File: src/rtl/mul8_sequencer_if.sv
// Operand, result and 4x4-multiplier signals of the sequential 8x8 multiplier.
// The slave modport is the sequencer itself; the master modport is its
// surroundings (operand source, result sink and the external 4x4 multiplier).
interface mul8_sequencer_if;
  logic        start_valid;
  logic        start_ready;
  logic [7:0]  a;
  logic [7:0]  b;
  logic [3:0]  mul_m;
  logic [3:0]  mul_q;
  logic [7:0]  mul_p;
  logic        res_valid;
  logic        res_ready;
  logic [15:0] result;
  logic        busy;

  modport slave (
    input  start_valid, a, b, mul_p, res_ready,
    output start_ready, mul_m, mul_q, res_valid, result, busy
  );

  modport master (
    output start_valid, a, b, mul_p, res_ready,
    input  start_ready, mul_m, mul_q, res_valid, result, busy
  );
endinterface

File: src/rtl/mul8_sequencer.sv
// Sequential 8x8 unsigned multiplier. One external 4x4 multiplier is
// time-shared over four cycles: one nibble pair per cycle, each 8-bit partial
// product shifted into place and accumulated into a 16-bit sum.
module mul8_sequencer (
  input  logic             clk,
  input  logic             rst,
  mul8_sequencer_if.slave  bus
);

  typedef enum logic [2:0] {
    S_IDLE = 3'd0,
    S_P0   = 3'd1,
    S_P1   = 3'd2,
    S_P2   = 3'd3,
    S_P3   = 3'd4,
    S_DONE = 3'd5
  } state_t;

  state_t      r_state;
  state_t      w_state_nxt;
  logic [7:0]  r_ra;
  logic [7:0]  r_rb;
  logic [15:0] r_acc;
  logic [15:0] r_result;
  logic [15:0] w_addend;
  logic [15:0] w_sum;
  logic [3:0]  w_m;
  logic [3:0]  w_q;
  logic        w_accept;
  logic        w_phase;
  logic        w_load;

  // Ready only in IDLE and never while reset is held, so no accept can
  // coincide with a reset edge.
  assign bus.start_ready = (r_state == S_IDLE) & ~rst;
  assign w_accept        = bus.start_valid & bus.start_ready;
  assign w_sum           = r_acc + w_addend;

  // Next-state decode plus the nibble pair and partial-product alignment for
  // the current phase; mul_p is only looked at in P0..P3.
  always_comb begin
    w_state_nxt = r_state;
    w_m         = 4'd0;
    w_q         = 4'd0;
    w_addend    = 16'd0;
    w_phase     = 1'b0;
    w_load      = 1'b0;
    case (r_state)
      S_IDLE: begin
        if (w_accept) begin
          w_state_nxt = S_P0;
        end else begin
          w_state_nxt = S_IDLE;
        end
      end
      S_P0: begin
        w_m         = r_ra[3:0];
        w_q         = r_rb[3:0];
        w_addend    = {8'd0, bus.mul_p};
        w_phase     = 1'b1;
        w_state_nxt = S_P1;
      end
      S_P1: begin
        w_m         = r_ra[7:4];
        w_q         = r_rb[3:0];
        w_addend    = {4'd0, bus.mul_p, 4'd0};
        w_phase     = 1'b1;
        w_state_nxt = S_P2;
      end
      S_P2: begin
        w_m         = r_ra[3:0];
        w_q         = r_rb[7:4];
        w_addend    = {4'd0, bus.mul_p, 4'd0};
        w_phase     = 1'b1;
        w_state_nxt = S_P3;
      end
      S_P3: begin
        w_m         = r_ra[7:4];
        w_q         = r_rb[7:4];
        w_addend    = {bus.mul_p, 8'd0};
        w_phase     = 1'b1;
        w_load      = 1'b1;
        w_state_nxt = S_DONE;
      end
      S_DONE: begin
        if (bus.res_ready) begin
          w_state_nxt = S_IDLE;
        end else begin
          w_state_nxt = S_DONE;
        end
      end
      default: begin
        w_state_nxt = S_IDLE;
      end
    endcase
  end

  // State, operand latches, accumulator and held result; reset wins over
  // every handshake and aborts any operation in flight.
  always_ff @(posedge clk) begin
    if (rst) begin
      r_state  <= S_IDLE;
      r_ra     <= 8'd0;
      r_rb     <= 8'd0;
      r_acc    <= 16'd0;
      r_result <= 16'd0;
    end else begin
      r_state <= w_state_nxt;
      if (w_accept) begin
        r_ra  <= bus.a;
        r_rb  <= bus.b;
        r_acc <= 16'd0;
      end else if (w_phase) begin
        r_acc <= w_sum;
      end
      if (w_load) begin
        r_result <= w_sum;
      end
    end
  end

  assign bus.mul_m     = w_m;
  assign bus.mul_q     = w_q;
  assign bus.res_valid = (r_state == S_DONE);
  assign bus.busy      = (r_state != S_IDLE);
  assign bus.result    = r_result;

endmodule
File: src/flat_wrapper.sv
// flat-port wrapper written by rule: the top's interface ports become plain ports
module mul8_sequencer_flat 
  (clk, rst, bus_start_valid, bus_a, bus_b, bus_mul_p, bus_res_ready, bus_start_ready, bus_mul_m, bus_mul_q, bus_res_valid, bus_result, bus_busy);
  mul8_sequencer_if bus_i ();
  input  logic clk;
  input  logic rst;
  input wire logic [$bits(bus_i.start_valid)-1:0] bus_start_valid;
  input wire logic [$bits(bus_i.a)-1:0] bus_a;
  input wire logic [$bits(bus_i.b)-1:0] bus_b;
  input wire logic [$bits(bus_i.mul_p)-1:0] bus_mul_p;
  input wire logic [$bits(bus_i.res_ready)-1:0] bus_res_ready;
  output wire logic [$bits(bus_i.start_ready)-1:0] bus_start_ready;
  output wire logic [$bits(bus_i.mul_m)-1:0] bus_mul_m;
  output wire logic [$bits(bus_i.mul_q)-1:0] bus_mul_q;
  output wire logic [$bits(bus_i.res_valid)-1:0] bus_res_valid;
  output wire logic [$bits(bus_i.result)-1:0] bus_result;
  output wire logic [$bits(bus_i.busy)-1:0] bus_busy;
  assign bus_i.start_valid = bus_start_valid;
  assign bus_i.a = bus_a;
  assign bus_i.b = bus_b;
  assign bus_i.mul_p = bus_mul_p;
  assign bus_i.res_ready = bus_res_ready;
  assign bus_start_ready = bus_i.start_ready;
  assign bus_mul_m = bus_i.mul_m;
  assign bus_mul_q = bus_i.mul_q;
  assign bus_res_valid = bus_i.res_valid;
  assign bus_result = bus_i.result;
  assign bus_busy = bus_i.busy;
  mul8_sequencer u_core (.clk(clk), .rst(rst), .bus(bus_i));
endmodule
File: config.mk
export PLATFORM = sky130hd
export DESIGN_NAME = mul8_sequencer_flat
export DESIGN_NICKNAME = d
export VERILOG_FILES = /design/src/rtl/mul8_sequencer_if.sv /design/src/rtl/mul8_sequencer.sv /design/src/flat_wrapper.sv
export SDC_FILE = /design/constraint.sdc
export NUM_CORES = 1
export LEC_CHECK = 0
export CORE_MARGIN = 1
export CORE_UTILIZATION = 35
export DETAILED_ROUTE_END_ITERATION = 16
export GPL_ROUTABILITY_DRIVEN = 0
export SLEW_MARGIN = 20
export SYNTH_ARGS = -nofsm -noshare
export SYNTH_HDL_FRONTEND = slang
export SYNTH_SLANG_ARGS = --single-unit
File: constraint.sdc
create_clock -name clk -period 9.12 [get_ports clk]
set_input_delay 1.368 -clock clk [delete_from_list [all_inputs] [get_ports clk]]
set_output_delay 1.368 -clock clk [all_outputs]
set_load 0.05 [all_outputs]
After elaboration in Yosys (flattened, before gate mapping)
Cells that the tools add are included.
Widths: inputs -> output; s select.
- register bits: 51
- input bits: 28
- output and inout bits: 27
- logic and storage cells: 31
- $add $sub $neg: 1
- muxes and demuxes: 8
- bitwise gates (word level): 3
- eq/ne operators: 5
- reductions and logical operators: 9
- operators by type and width (kind ; number):
    $pmux 16 s3 ; 1
    $pmux 3 s6 ; 1
    $add 16x16->16 ; 1
    $pmux 4 s2 ; 2
    $reduce_or 2->1 ; 6
    $eq 3x2->1 const B ; 2
    $eq 3x3->1 const B ; 2
    $reduce_or 4->1 ; 1
    $eq 3x1->1 const B ; 1
    $logic_not 3->1 ; 1
    $mux 1 ; 3
    $mux 3 ; 1
    $reduce_bool 3->1 ; 1
    $and 1x1->1 ; 2
    $not 1->1 ; 1

Logic depth before layout (Yosys ltp)
- word-level depth: 5
- gate-level depth with buffers: 14
- gate-level depth less buffers: 11

Worst setup path before layout
Ideal clock, no wire load.
- path type: in2reg
- start point: input port bus_mul_p[0]
- end point: register u_core.r_result[12] (netlist: u_core.bus.result[12])
- data required time: 9.003 ns
- stages on the path: 9
- path buffers: 0
- slack: 5.579 ns
- data arrival time: 3.425 ns
- cells stage by stage: and2_1 ha_1 fa_1 a21o_1 a311o_1 a211oi_2 o21ai_1 xor2_1 a22o_1
- cells in the longest elaborated chain, start to end: 2
- ends and longest elaborated chain (what ; line ; RTL):
    start: declaration ; flat_wrapper.sv:10 ; input wire logic [$bits(bus_i.mul_p)-1:0] bus_mul_p;
    $pmux 16 s3 ; mul8_sequencer.sv:48 ; case (r_state)
    $add 16x16->16 ; mul8_sequencer.sv:37 ; assign w_sum = r_acc + w_addend;
    end signal: assignment ; mul8_sequencer.sv:117 ; r_result <= w_sum;
    end: declaration ; mul8_sequencer.sv:24 ; logic [15:0] r_result;
Every way passes these cells.
A chain may end at the register's enable or synchronous reset.

Worst setup path in the final report
- start point: input port rst
- end point: output port bus_start_ready
- cells in the longest elaborated chain, start to end: 2
- ends and longest elaborated chain (what ; line ; RTL):
    start: declaration ; flat_wrapper.sv:6 ; input logic rst;
    $not 1->1 ; mul8_sequencer.sv:35 ; assign bus.start_ready = (r_state == S_IDLE) & ~rst;
    $and 1x1->1 ; mul8_sequencer.sv:35 ;
    end: declaration ; flat_wrapper.sv:12 ; output wire logic [$bits(bus_i.start_ready)-1:0] bus_start_ready;
Every way passes these cells.

==> qor.csv <==
stage;metric;value;unit
sta;Period minus WS final;4.41;ns
place;DP HPWL;5.44;mm
setup_path;Critical Path AT;3.04;ns
setup_path;critical path required time;7.75;ns
sta;worst relative slew slack;39.5;%
setup_path;CP Launch Type;input pin;
sta;final hold vios;0;
synth;Seq cells post-synth;51;
cts;H-tree depth;2;
run;maxcap violations;0;
final_layout;# fillers;793;
final_layout;# diodes;0;
synth;Post-Syn Instances;363;
drt;DR pass1 iterations;4;
sta;fin crit share;48.4;%
run_status;outcome;completed;
cts;total setup buffers inserted after CTS;0;
drt;Vias per Instance;5.20;
cts;clk sinks;51;
cts;CTS hold repair buffers;0;
global_route;largest net degree at the start of global routing;43;
synth;post-synthesis xor/xnor area fraction;4.60;%
global_route;first-pass GRT wire length;12.4;mm
final_layout;fin cells;508;
place;placed cell count;500;
synth;number of synthesized flops with an enable pin;0;
sta;Slew Limit Fails;0;
synth;multiplexer area fraction after synthesis;0.350;%
drt;DRT iter0 DRCs;148;
synth;sequential share of the synthesized area;35.7;%
drt;post-route ant nets;0;
global_route;initial antenna violation count;0;
cts;CTS tree;built;
drt;DR WL/cell;14.2;um
floorplan;die area;0.00853;sq mm
cts;CTS root buf;clkbuf_8;
place;IO buf count;54;
global_route;vias in the first global route;2554;
synth;post-synth cell types;48;
final_layout;layout cells sized above 1;3.69;%
synth;Synth async-reset ratio;0;%
cts;later-pin clock latency in the skew report;0.31;ns
sta;Setup Viol. Count Final;0;
drt;DRT Wirelength;7.19;mm
sta;setup_tns;0;ns
synth;Warnings, synthesis;0;
pwr;pwr/cell area;152;mW/mm^2
synth;dominant cell type by area after synthesis;dfxtp_1;
floorplan;Die Height;92.3;um
cts;CTS max path bufs;2;
sta;RSZ-0062 raised after global routing;false;
synth;simple-gate share of the synthesized area;26.8;%
sta;Max Clock Freq;0.227;GHz
synth;syn_nets;407;
final_layout;Area Growth Syn to Fin;24.4;%
sta;worst-margin pin slew;0.906;ns
global_route;All-Layer GR Usage;18.1;%
synth;Mapped Area;0.00286;sq mm
synth;post-synthesis compound-gate area fraction;21.7;%
floorplan;core area;0.00781;sq mm
drt;routed vias;2642;
setup_path;CP max FO;42;
setup_path;FF-to-FF path depth;11;
synth;Avg Inst Size Synth;7.87;sq um
setup_path;Setup crit end kind;primary output;
pwr;Max VDD drop;86.8;uV
synth;largest family of logic cells by synthesized area;simple AND/OR/NAND/NOR gates;
setup_path;critical path class;in -> out;
floorplan;Rows;32;
synth;adder-cell share of the synthesized area;7.27;%
synth;Synth area leaders;dfxtp_1, nand2_1, ha_1, nand3b_1, a21oi_1;
cts;CTS resizes;0;
min_path;HP Class;reg -> reg;
floorplan;# IOs;55;
synth;area fraction of the dominant cell type after synthesis;35.7;%
global_route;grt ovf;0;
floorplan;DIE WIDTH;92.3;um
min_path;Worst Hold Depth;2;
drt;drc violations;0;
cts;CTS buffer count;5;
pwr;Leakage;1.41;nW
floorplan;Initial Util;36.6;%
final_layout;fin nets;449;
sta;Worst Clk Skew;0.00965;ns
cts;clk slew on worst S/H paths;0.09;ns
synth;Primary FF master, synth;dfxtp_1;
routing by layer:
metal / global-route usage [%] / share of wire, %
met2: 28.1 / 45
met1: 25.3 / 50
met3: 3.45 / 3.7
met5: 0 / 0
met4: 5.08 / 1.5
cell usage in the layout, fill, tap and decap left out, types with 2 or more instances in the layout:
cell type and count:
a211oi_1 7, xor2_1 5, a22oi_1 7, nor2b_1 4, and3_1 3, a31oi_1 3, dfxtp_1 51, o21ai_0 12
nand4_1 2, and2_1 8, o21a_1 2, nand3_1 9, nand3b_1 19, a21o_1 5, ha_1 15, a22o_1 8
clkdlybuf4s50_1 54, buf_4 2, a21oi_1 28, a32o_1 3, o21ai_1 4, nor2_1 26, clkbuf_8 6, or4_1 2
nand2_1 85, xnor2_1 10, inv_1 4
synthesized netlist by cell type, types with 2 or more instances:
| master | n |
|---|---|
| nand3b_1 | 19 |
| or4_1 | 2 |
| dfxtp_1 | 51 |
| nor2_1 | 26 |
| o21ai_1 | 4 |
| and2_1 | 8 |
| a22o_1 | 8 |
| nor2b_1 | 4 |
| buf_2 | 5 |
| ha_1 | 15 |
| nand2_1 | 85 |
| a31oi_1 | 3 |
| a22oi_1 | 7 |
| and3_1 | 3 |
| a32o_1 | 3 |
| xor2_1 | 5 |
| clkbuf_1 | 13 |
| o21ai_0 | 12 |
| o21a_1 | 2 |
| nand3_1 | 9 |
| xnor2_1 | 10 |
| a21oi_1 | 28 |
| a211oi_1 | 7 |
| buf_1 | 2 |
| a21o_1 | 5 |
| inv_1 | 4 |
| nand4_1 | 2 |
worst max-delay path: stages:
cell and delay, ns:
clkdlybuf4s50_1 0.40, buf_4 0.24, nor2_1 0.20, clkdlybuf4s50_1 0.83
path summary, 6_finish.rpt:
kind | startpoint | end | slack [ns]
setup reg to reg | u_core.r_state[2] | u_core.bus.result[12] | 5.23
hold / removal | u_core.bus.result[1] | u_core.bus.result[1] | 0.46
hold reg to reg | u_core.bus.result[1] | u_core.bus.result[1] | 0.46
setup / recovery | rst | bus_start_ready | 4.71
power breakdown:
| part | total [W] | leakage (nW) | internal [W] | switching [W] |
|---|---|---|---|---|
| sequential | 0.000251 | 0.414 | 0.000237 | 0.0000146 |
| combinational | 0.000148 | 0.947 | 0.0000550 | 0.0000927 |
| clock | 0.000140 | 0.0474 | 0.0000621 | 0.0000776 |
flip-flops by register name (all words and copies together) (netlist names):
name,count
u_core.bus.result,16
u_core.r_acc,16
u_core.r_ra,8
u_core.r_rb,8
u_core.r_state,3
stage by stage:
| stage | area [sq um] | hold WS, ns | utilization, % | worst slack (ns) | power, W |
|---|---|---|---|---|---|
| 6_report | 3550 | 0.461 | 45.5 | 4.71 | 0.000539 |
| 4_1_cts | 3550 | 0.465 | 45.5 | 4.68 | 0.000545 |
| 5_1_grt | 3550 | 0.485 | 45.5 | 4.60 | 0.000573 |
| 3_3_place_gp | 3450 | 0.443 | 44.2 | 4.72 | 0.000403 |
| 2_1_floorplan | 2860 | 0.432 | - | 5.58 | 0.000356 |
| 3_5_place_dp | 3450 | 0.444 | 44.2 | 4.70 | 0.000404 |
cell type report:
| class | instances | area [sq um] | share of cell area [%] |
|---|---|---|---|
| inverter | 4 | 15.0 | 0.423 |
| tap | 102 | 128 | 3.59 |
| clock inverter | 2 | 16.3 | 0.458 |
| clock buffer | 6 | 82.6 | 2.32 |
| multi-input combinational | 287 | 1730 | 48.8 |
| sequential | 51 | 1020 | 28.7 |
| timing repair buffer | 56 | 556 | 15.6 |
cells by family (layout without fill, tap and decap cells):
kind of cell,count (synthesis),in the layout
AO/OA/AOI/OAI,92,92
XOR/XNOR,15,15
adder cells (fa/ha/maj),16,16
buffers and inverters,25,68
flip-flops,51,51
multiplexers,1,1
AND/OR/NAND/NOR,163,163
Note: power is estimated with default switching activity, not from simulation.
